$ cat src/rtl/mdio_master.sv
// rtl/mdio_master.sv - clause-22 MDIO management master, one read/write frame per request
module mdio_master #(
  parameter int MDC_HALF     = 10,
  parameter int PREAMBLE_LEN = 32
) (
  input  logic        clk,
  input  logic        reset,
  input  logic        start,
  input  logic        we,
  input  logic [4:0]  phy_addr,
  input  logic [4:0]  reg_addr,
  input  logic [15:0] wdata,
  output logic [15:0] rdata,
  output logic        busy,
  output logic        done,
  output logic        ack_err,
  output logic        mdc,
  output logic        mdio_out,
  output logic        mdio_z,
  input  logic        mdio_in
);

  localparam int PW = $clog2(2 * MDC_HALF);
  localparam int BW = $clog2((PREAMBLE_LEN > 16 ? PREAMBLE_LEN : 16) + 1);
  localparam logic [PW-1:0] PH_RISE = PW'(MDC_HALF - 1);
  localparam logic [PW-1:0] PH_LAST = PW'(2 * MDC_HALF - 1);

  localparam logic [2:0] S_IDLE = 3'd0;
  localparam logic [2:0] S_PRE  = 3'd1;
  localparam logic [2:0] S_HDR  = 3'd2;
  localparam logic [2:0] S_TA   = 3'd3;
  localparam logic [2:0] S_DATA = 3'd4;
  localparam logic [2:0] S_END  = 3'd5;

  logic [2:0]    state;
  logic [PW-1:0] ph;
  logic [BW-1:0] bcnt;
  logic [31:0]   tx;
  logic [15:0]   rx;
  logic          wr_q;
  logic [31:0]   hdr;
  logic          last;

  // Everything after the preamble is serialised from one register; read frames
  // pad TA/DATA with ones since the pin is released there anyway.
  assign hdr  = {2'b01, (we ? 2'b01 : 2'b10), phy_addr, reg_addr,
                 (we ? {2'b10, wdata} : 18'h3FFFF)};
  assign last = (bcnt == '0);

  always_ff @(posedge clk or posedge reset) begin
    if (reset) begin
      state    <= S_IDLE;
      ph       <= '0;
      bcnt     <= '0;
      tx       <= '1;
      rx       <= '0;
      wr_q     <= 1'b0;
      rdata    <= '0;
      busy     <= 1'b0;
      done     <= 1'b0;
      ack_err  <= 1'b0;
      mdc      <= 1'b0;
      mdio_out <= 1'b1;
      mdio_z   <= 1'b1;
    end else begin
      done <= 1'b0;
      if (!busy) begin
        if (start) begin
          busy    <= 1'b1;
          ack_err <= 1'b0;
          wr_q    <= we;
          ph      <= '0;
          mdc     <= 1'b0;
          mdio_z  <= 1'b0;
          if (PREAMBLE_LEN != 0) begin
            state    <= S_PRE;
            bcnt     <= BW'(PREAMBLE_LEN - 1);
            mdio_out <= 1'b1;
            tx       <= hdr;
          end else begin
            state    <= S_HDR;
            bcnt     <= BW'(13);
            mdio_out <= hdr[31];
            tx       <= {hdr[30:0], 1'b1};
          end
        end
      end else begin
        ph <= ph + 1'b1;
        // mdio_in is captured on the edge where mdc rises
        if (ph == PH_RISE) begin
          mdc <= 1'b1;
          if (!wr_q && state == S_TA && last) ack_err <= mdio_in;
          if (!wr_q && state == S_DATA) rx <= {rx[14:0], mdio_in};
        end
        if (ph == PH_LAST) begin
          ph       <= '0;
          mdc      <= 1'b0;
          bcnt     <= bcnt - 1'b1;
          mdio_out <= tx[31];
          tx       <= {tx[30:0], 1'b1};
          case (state)
            S_PRE: begin
              if (last) begin
                state <= S_HDR;
                bcnt  <= BW'(13);
              end else begin
                mdio_out <= 1'b1;
                tx       <= tx;
              end
            end
            S_HDR: begin
              if (last) begin
                state  <= S_TA;
                bcnt   <= BW'(1);
                mdio_z <= ~wr_q;
              end
            end
            S_TA: begin
              if (last) begin
                state <= S_DATA;
                bcnt  <= BW'(15);
              end
            end
            S_DATA: begin
              if (last) begin
                state    <= S_END;
                bcnt     <= '0;
                mdio_z   <= 1'b1;
                mdio_out <= 1'b1;
              end
            end
            S_END: begin
              state    <= S_IDLE;
              bcnt     <= '0;
              busy     <= 1'b0;
              done     <= 1'b1;
              mdio_z   <= 1'b1;
              mdio_out <= 1'b1;
              if (!wr_q) rdata <= rx;
            end
            default: begin
              state <= S_IDLE;
              busy  <= 1'b0;
            end
          endcase
        end
      end
    end
  end

endmodule

$ cat config.mk
export PLATFORM = sky130hd
export DESIGN_NAME = mdio_master
export DESIGN_NICKNAME = d
export VERILOG_FILES = /design/src/rtl/mdio_master.sv
export SDC_FILE = /design/constraint.sdc
export NUM_CORES = 1
export LEC_CHECK = 0
export BUFFER_PORTS_ARGS = -buffer_cell sky130_fd_sc_hd__buf_2
export CAP_MARGIN = 15
export CORE_ASPECT_RATIO = 2
export CORE_MARGIN = 2
export CORE_UTILIZATION = 50
export CTS_CLUSTER_DIAMETER = 120
export DETAILED_ROUTE_END_ITERATION = 8
export PLACE_DENSITY = 0.71
export SYNTH_ARGS = -nofsm -noshare
export SYNTH_HDL_FRONTEND = slang
export SYNTH_SLANG_ARGS = --single-unit
$ cat constraint.sdc
create_clock -name clk -period 2.9 [get_ports clk]
set_input_delay 0.29 -clock clk [delete_from_list [all_inputs] [get_ports clk]]
set_output_delay 0.29 -clock clk [all_outputs]
set_load 0.02 [all_outputs]
* Word-level counts from Yosys, hierarchy flattened *
Index checks and enable logic that the tools add are counted.

operators by class
  $add $sub $neg = 2
  equality and inequality tests = 16
  mux-type cells = 51
  bitwise operators = 2
  reductions and logical operators = 16

operator list
  kind                   number
  $mux W32               5
  $mux W6                7
  $pmux W6 S5            1
  $mux W1                23
  $mux W3                7
  $mux W17               1
  $mux W5                3
  $ne A3 B3 Y1 const B   4
  $pmux W3 S4            1
  $reduce_and A3 Y1      3
  $eq A3 B2 Y1 const B   2
  $eq A3 B3 Y1 const B   2
  $logic_not A6 Y1       1
  $ne A2 B1 Y1 const B   3
  $pmux W1 S3            2
  $reduce_and A2 Y1      3
  $reduce_and A6 Y1      1
  $sub A6 B1 Y6 const B  1
  $add A5 B1 Y5 const B  1
  $eq A5 B4 Y1 const B   1
  $eq A5 B5 Y1 const B   1
  $reduce_and A5 Y1      1
  $ne A4 B1 Y1 const B   1
  $reduce_and A4 Y1      1
  8 further kinds        11

storage, ports and cells
  bits in registers = 85
  input port bits = 31
  logic and storage cells = 100

* Depth between registers and ports, before layout *
Gate-level depths: netlist (run 1).

  depth after elaboration = 6
  mapped depth = 8

* Worst setup path before layout (run 1) *
Ideal clock, no wire load.

  path type = flip-flop to flip-flop
  start point = reg ph[0]
  end point = reg rdata[10]
  library setup time = 0.125 ns
  data arrival time = 1.965 ns
  required time = 2.775 ns
  slack = 0.810 ns
  cell stages (with the launch flop) = 7
  period minus slack after synthesis = 2.090 ns
  cells stage by stage = dfrtp_1 ha_1 and4bb_2 nand3_1 nor3b_2 buf_2 mux2_2

on the way
  longest elaborated chain between the ends = 2

RTL lines
  what                                line  RTL
  from (decl)                         36    logic [PW-1:0] ph;
  from (signal assigned)              88    ph <= ph + 1'b1;
  $eq A5 B5 Y1                        95    if (ph == PH_LAST) begin
  $reduce_and A4 Y1 (no source line)  n/a
  to (signal assigned)                139   if (!wr_q) rdata <= rx;
  to (decl)                           13    output logic [15:0] rdata,

Every way passes these cells.
A chain may end at the register's enable or synchronous reset.

* Final worst setup path (run 1) *
  start point = reg bcnt[0]
  end point = reg tx[25]

on the way
  longest elaborated chain between the ends = 3

RTL lines
  what                                line  RTL
  from (decl)                         37    logic [BW-1:0] bcnt;
  from (signal assigned)              77    bcnt <= BW'(PREAMBLE_LEN - 1);
  from (signal assigned)              98    bcnt <= bcnt - 1'b1;
  $logic_not A6 Y1                    48    assign last = (bcnt == '0);
  $ne A3 B3 Y1 (no source line)       n/a
  $reduce_and A3 Y1 (no source line)  n/a
  to (signal assigned)                79    tx <= hdr;
  to (signal assigned)                84    tx <= {hdr[30:0], 1'b1};
  to (signal assigned)                100   tx <= {tx[30:0], 1'b1};
  to (decl)                           38    logic [31:0] tx;

Every way passes these cells.

==> flow_summary_export.csv, run 1 <==
group,metric,value,unit
run_status,status,"completed",
synthesis,yosysSeqAreaShare,0.539,
cells_and_area,multi_input_area,0.00167,mm^2
detailed_routing,first_pass_iters,4,
detailed_routing,dr.max_layer_used,"met4",
placement,hpwl,6070,um
global_route,antenna_found_initial,0,
critical_path,crit_arrival,2350,ps
clock_tree,post_cts_buffers,0,
timing,tightestPinTransition,730,ps
critical_path,critPathSlowestCell,"or3b_4",
floorplanning,io_pins,53,
detailed_routing,avgViaCountPerCell,5.76,
synthesis,netlist_top_cells_area,"dfrtp_1, dfstp_2, mux2_2",
cells_and_area,register_area,0.00217,mm^2
global_route,grt_pass1_wl,14100,um
clock_tree,clock_latency,330,ps
floorplanning,core.rowCount,46,
timing,post-route-min-period,2100,ps
cells_and_area,final_nets,433,
placement,post-place-ws,825,ps
timing,maxSlewHeadroom,0.509,
clock_tree,root_buffer,"clkbuf_16",
synthesis,synth.top_cell.area_share,0.317,
synthesis,synth_top_cell_by_area,"dfrtp_1",
clock_tree,cts_hold_buf,0,
placement,gp_congestion,0.847,
cells_and_area,area_delta_synth_final,18.3,%
timing,worst_slack,798,ps
timing,hold_violations,0,
pwr,p_per_area,897,mW/mm^2
detailed_routing,wl_met2,4690,um
timing,rsz0062_at_grt,"no",
synthesis,yosysUniqueCellTypes,52,
cells_and_area,num_antenna_cells,0,
synthesis,ys_seq_elements,85,
synthesis,yosysWarningCount,0,
synthesis,postSynthAreaPerCell,11.6,um^2
timing,period_share,0.725,
synthesis,ys_async_sr_fraction,1.00,
synthesis,synth-edff-count,0,
clock_tree,htree_levels,3,
detailed_routing,vias,2882,
synthesis,syn-num-nets,381,
clock_tree,cts.reportedPaths.clkPinSlew,60,ps
timing,fin_tns_setup,0,ps
synthesis,ys.flop_type,"dfrtp_1",
placement,place.port_buffers,52,
critical_path,path_cells,"inv_1, ha_1, or3b_4, o311ai_4, buf_4, a21oi_1, a31oi_1",
cells_and_area,layout-drive-gt1-share,0.384,
clock_tree,tritoncts,"yes",
clock_tree,cts.sinks,85,
critical_path,crit_type,"reg -> reg",
synthesis,syn_area,0.00403,mm^2
critical_path,start_kind,"flip-flop",
pwr,finalPower,4.27,mW
detailed_routing,drt_iter0_drc,284,
critical_path,end_kind,"flip-flop",
critical_path,path_buf_inv,2,
timing,setup_viol,0,
critical_path,cpLargestDelayFamily,"compound AO/OA/AOI/OAI gates",
critical_path,crit_fanout,27,
cells_and_area,layout.cells.non_filler,500,
critical_path,worstPathRequired,3150,ps
floorplanning,die_w,67.5,um
synthesis,synth_commonest_cells,"dfrtp_1, dfstp_2, mux2_2",
clock_tree,cts_buffers,9,
floorplanning,initial_core_util,0.511,
timing,final.setup_skew,3.44,ps
floorplanning,core_area,0.00789,mm^2
critical_path,critPathMaxStageDelay,430,ps
global_route,grt_start_max_net_pins,43,
synthesis,synth.most_common_cell,"dfrtp_1",
detailed_routing,wl_per_cell,17.1,um
pwr,total_leakage_power,2.43,nW
placement,dp_cells,484,
clock_tree,clk_path_buf_depth,2,
global_route,track_usage,0.214,
timing,max_freq,476,MHz
detailed_routing,wl,8530,um
global_route,overflow,0,
detailed_routing,dr_wl_met3,276,um
global_route,grt_pass1_vias,2992,
cells_and_area,fillCellCount,624,
pwr,ir_worst_vdd,0.000523,V
worst_hold_path,hold_path.class,"in -> async",
detailed_routing,drc,0,
detailed_routing,drtAntennaViolNets,0,
clock_tree,cts_resized,0,
flow_run,drv_cap,0,
synthesis,synthCells,347,
detailed_routing,met1_length,3350,um
timing,slew_viol_final,0,
floorplanning,die_y,131,um
floorplanning,dieArea,0.00883,mm^2
-- power breakdown --
part	total [mW]	switching [mW]	internal, mW
Combinational	0.965	0.510	0.455
Sequential	1.90	0.295	1.61
Clock	1.40	0.452	0.952
-- per-stage QoR --
step,hold WS (ps),util,cell area [um^2]
6_report,32.8,0.604,4760
5_1_grt,95.8,0.604,4760
2_1_floorplan,379,-,4030
3_3_place_gp,418,0.557,4390
4_1_cts,53.4,0.604,4760
3_5_place_dp,404,0.557,4390
-- area by class of cell --
class / count / area share
tap: 96 / 0.0252
sequential: 85 / 0.455
clock inverter: 6 / 0.0281
timing repair buffer: 61 / 0.0688
clock buffer: 10 / 0.0502
inverter: 27 / 0.0215
multi-input combinational: 215 / 0.351
-- sequential cells by signal, indices dropped and copies added, names as in the netlist --
register  flops
mdio_z        1
wr_q          1
mdc           1
rx           16
ack_err       1
tx           32
bcnt          6
ph            5
busy          1
done          1
state         3
rdata        16
mdio_out      1
-- routing by layer --
metal  GRT usage  vias up
met1       0.245     1435
met4      0.0936        0
met2       0.367       63
li1            -     1366
met3      0.0557       18
met5           0        -
-- layout by cell type (no fill, tap or decap), types with 5 or more instances in the layout --
cell / instances
buf_2: 52
dfrtp_1: 51
mux2_2: 34
dfstp_2: 34
mux2i_1: 28
inv_1: 25
o22ai_1: 19
a21oi_1: 18
nand2_1: 15
o21ai_0: 13
a31oi_1: 12
clkbuf_16: 9
buf_4: 9
nor2_1: 7
nand3_1: 5
-- cells by family (layout without fill, tap and decap cells) --
| logic type | count (synthesis) | in the layout | synth area share |
|---|---|---|---|
| muxes | 62 | 62 | 0.165 |
| and+or+nand+nor | 52 | 52 | 0.0752 |
| DFF | 85 | 85 | 0.539 |
| adders and majority gates | 3 | 3 | 0.00932 |
| AOI/OAI and AO/OA | 95 | 95 | 0.158 |
| xor gates and xnor gates | 3 | 3 | 0.00652 |
| buffers and inverters | 47 | 104 | 0.0472 |
-- final timing paths --
check	from	endpoint	slack, ps	cells past startpoint
max reg2reg	bcnt[0]	tx[25]	800	7
min in group clk	start	ph[4]	190	2
max in group asynchronous	reset	tx[24]	2030	3
min reg2reg	tx[3]	tx[3]	470	2
min	reset	rx[12]	30	2
max	bcnt[0]	tx[25]	800	7
Power figures use the tool's default switching activity.
==> run 2, diff against run 1 <==
PLACE_DENSITY = 0.73   (was 0.71)
clock period = 1.9 ns   (was 2.9 ns; I/O delays follow)
==> flow_summary_export.csv, run 2 (synthesis gave the netlist of run 1 again) <==
group,metric,value,unit
timing,slew_viol_final,0,
detailed_routing,first_pass_iters,4,
timing,setup_viol,22,
timing,final.setup_skew,7.74,ps
timing,worst_slack,-75.0,ps
placement,place.port_buffers,52,
global_route,grt_pass1_wl,14900,um
detailed_routing,wl_per_cell,17.3,um
clock_tree,tritoncts,"yes",
worst_hold_path,min_to,"wr_q",
placement,gp_congestion,0.887,
clock_tree,root_buffer,"clkbuf_16",
critical_path,path_buf_inv,3,
floorplanning,core_area,0.00789,mm^2
detailed_routing,wl,9240,um
global_route,grt_pass1_vias,3121,
timing,max_freq,506,MHz
clock_tree,htree_levels,3,
worst_hold_path,hold_path.class,"in -> reg",
cells_and_area,layout-drive-gt1-share,0.458,
cells_and_area,final_common_cell,"buf_2",
run_status,violations,"setup timing",
timing,rsz0062_at_grt,"yes",
floorplanning,dieArea,0.00883,mm^2
cells_and_area,largest_reg_flops,32,
floorplanning,die_y,131,um
cells_and_area,reg.largest.list,"tx (32), rdata (16), rx (16)",
critical_path,end_kind,"flip-flop",
placement,post-place-ws,-56.8,ps
critical_path,crit_arrival,2230,ps
clock_tree,clock_latency,340,ps
cells_and_area,area_delta_synth_final,30.2,%
timing,hold_violations,0,
worst_hold_path,hp-start,"we",
critical_path,crit_fanout,8,
critical_path,rr_endpoint,"tx[8]",
detailed_routing,drtAntennaViolNets,0,
critical_path,critPathMaxStageDelay,400,ps
detailed_routing,drc,0,
floorplanning,initial_core_util,0.511,
cells_and_area,num_antenna_cells,0,
pwr,ir_worst_vdd,0.000799,V
detailed_routing,avgViaCountPerCell,5.76,
cells_and_area,final_cell_mix,"buf_2, dfrtp_1, dfstp_2",
clock_tree,cts.sinks,85,
pwr,total_leakage_power,2.61,nW
placement,hpwl,6100,um
clock_tree,clk_path_buf_depth,2,
floorplanning,die_w,67.5,um
critical_path,timing.rr.start,"bcnt[0]",
critical_path,ff2ff_path_depth,8,
flow_run,drv_cap,0,
global_route,antenna_found_initial,0,
timing,post-route-min-period,1980,ps
clock_tree,cts.reportedPaths.clkPinSlew,60,ps
floorplanning,core.rowCount,46,
critical_path,rrSetupSlack,-80,ps
pwr,finalPower,6.41,mW
critical_path,crit_type,"reg -> reg",
critical_path,critPathSlowestCell,"or3b_4",
clock_tree,cts_buffers,9,
detailed_routing,drt_iter0_drc,175,
global_route,track_usage,0.226,
global_route,grt_start_max_net_pins,86,
detailed_routing,vias,3069,
cells_and_area,final_nets,466,
global_route,overflow,0,
critical_path,path_cells,"inv_2, ha_4, or3b_4, o311ai_4, buf_6, nand2_8, buf_16, mux2i_4",
worst_hold_path,hold_depth,2,
floorplanning,io_pins,53,
cells_and_area,regMostFlops,"tx",
critical_path,cpLargestDelayFamily,"simple AND/OR/NAND/NOR gates",
timing,tightestPinTransition,472,ps
timing,period_share,1.04,
critical_path,start_kind,"flip-flop",
critical_path,worstPathRequired,2160,ps
timing,maxSlewHeadroom,0.685,
pwr,p_per_area,1220,mW/mm^2
run_status,status,"complete, but fails checks",
## run 2: layout make-up
cell class                      instances  area, um^2
Inverter                               27         105
Clock buffer                           13         260
Fill cell                             586        2640
Tap cell                               96         120
Timing Repair Buffer                   94         722
Clock inverter                          3        20.0
Sequential cell                        85        2170
Multi-Input combinational cell        215        1850
## run 2: repair_timing
| item | in CTS | in global routing |
|---|---|---|
| cloned | 3 | 1 |
| setup endpoints to repair | 40 | 42 |
| pin swaps | 2 | 5 |
| buffers inserted | 6 | 4 |
| hold buffers | 1 | 0 |
| gates resized for setup | 14 | 15 |
| hold endpoints to repair | 18 | 0 |
## run 2: report_power, final
group,internal (mW),total (mW),switching [mW],leakage [nW]
clock network,0.958,1.62,0.665,0.140
logic,0.975,1.93,0.960,1.45
registers,2.46,2.86,0.399,1.02
## run 2: worst reg2reg max path, stage by stage (launching register included)
cell      delay (ps)
dfrtp_1          390
inv_2             90
ha_4             140
or3b_4           400
o311ai_4         270
buf_6            180
nand2_8           80
buf_16           160
mux2i_4          190
## run 2: layer usage
metal  GRT usage  share of wire
met1       0.241           0.37
met2       0.409           0.56
met3      0.0497          0.032
met4       0.102          0.028
met5           0              0
## run 2: how the worst max path moves through the flow
stage / depth (start not counted) / from / end
floorplan: 7 / bcnt[0] / tx[11]
global placement: 7 / bcnt[1] / tx[28]
detailed placement: 7 / bcnt[1] / tx[17]
CTS: 8 / bcnt[1] / tx[5]
global route: 8 / bcnt[0] / tx[8]
finish: 8 / bcnt[0] / tx[8]
## run 2: stage by stage
stage	instances	setup TNS (ps)	hold slack [ps]	utilization	cell area, um^2
after CTS	528	-246	93.2	0.649	5120
after global placement	502	0	343	0.590	4650
after detailed placement	502	-864	352	0.590	4650
after floorplan	347	-2160	279	-	4100
final	533	-513	99.9	0.665	5250
after global routing	533	-3170	111	0.665	5250
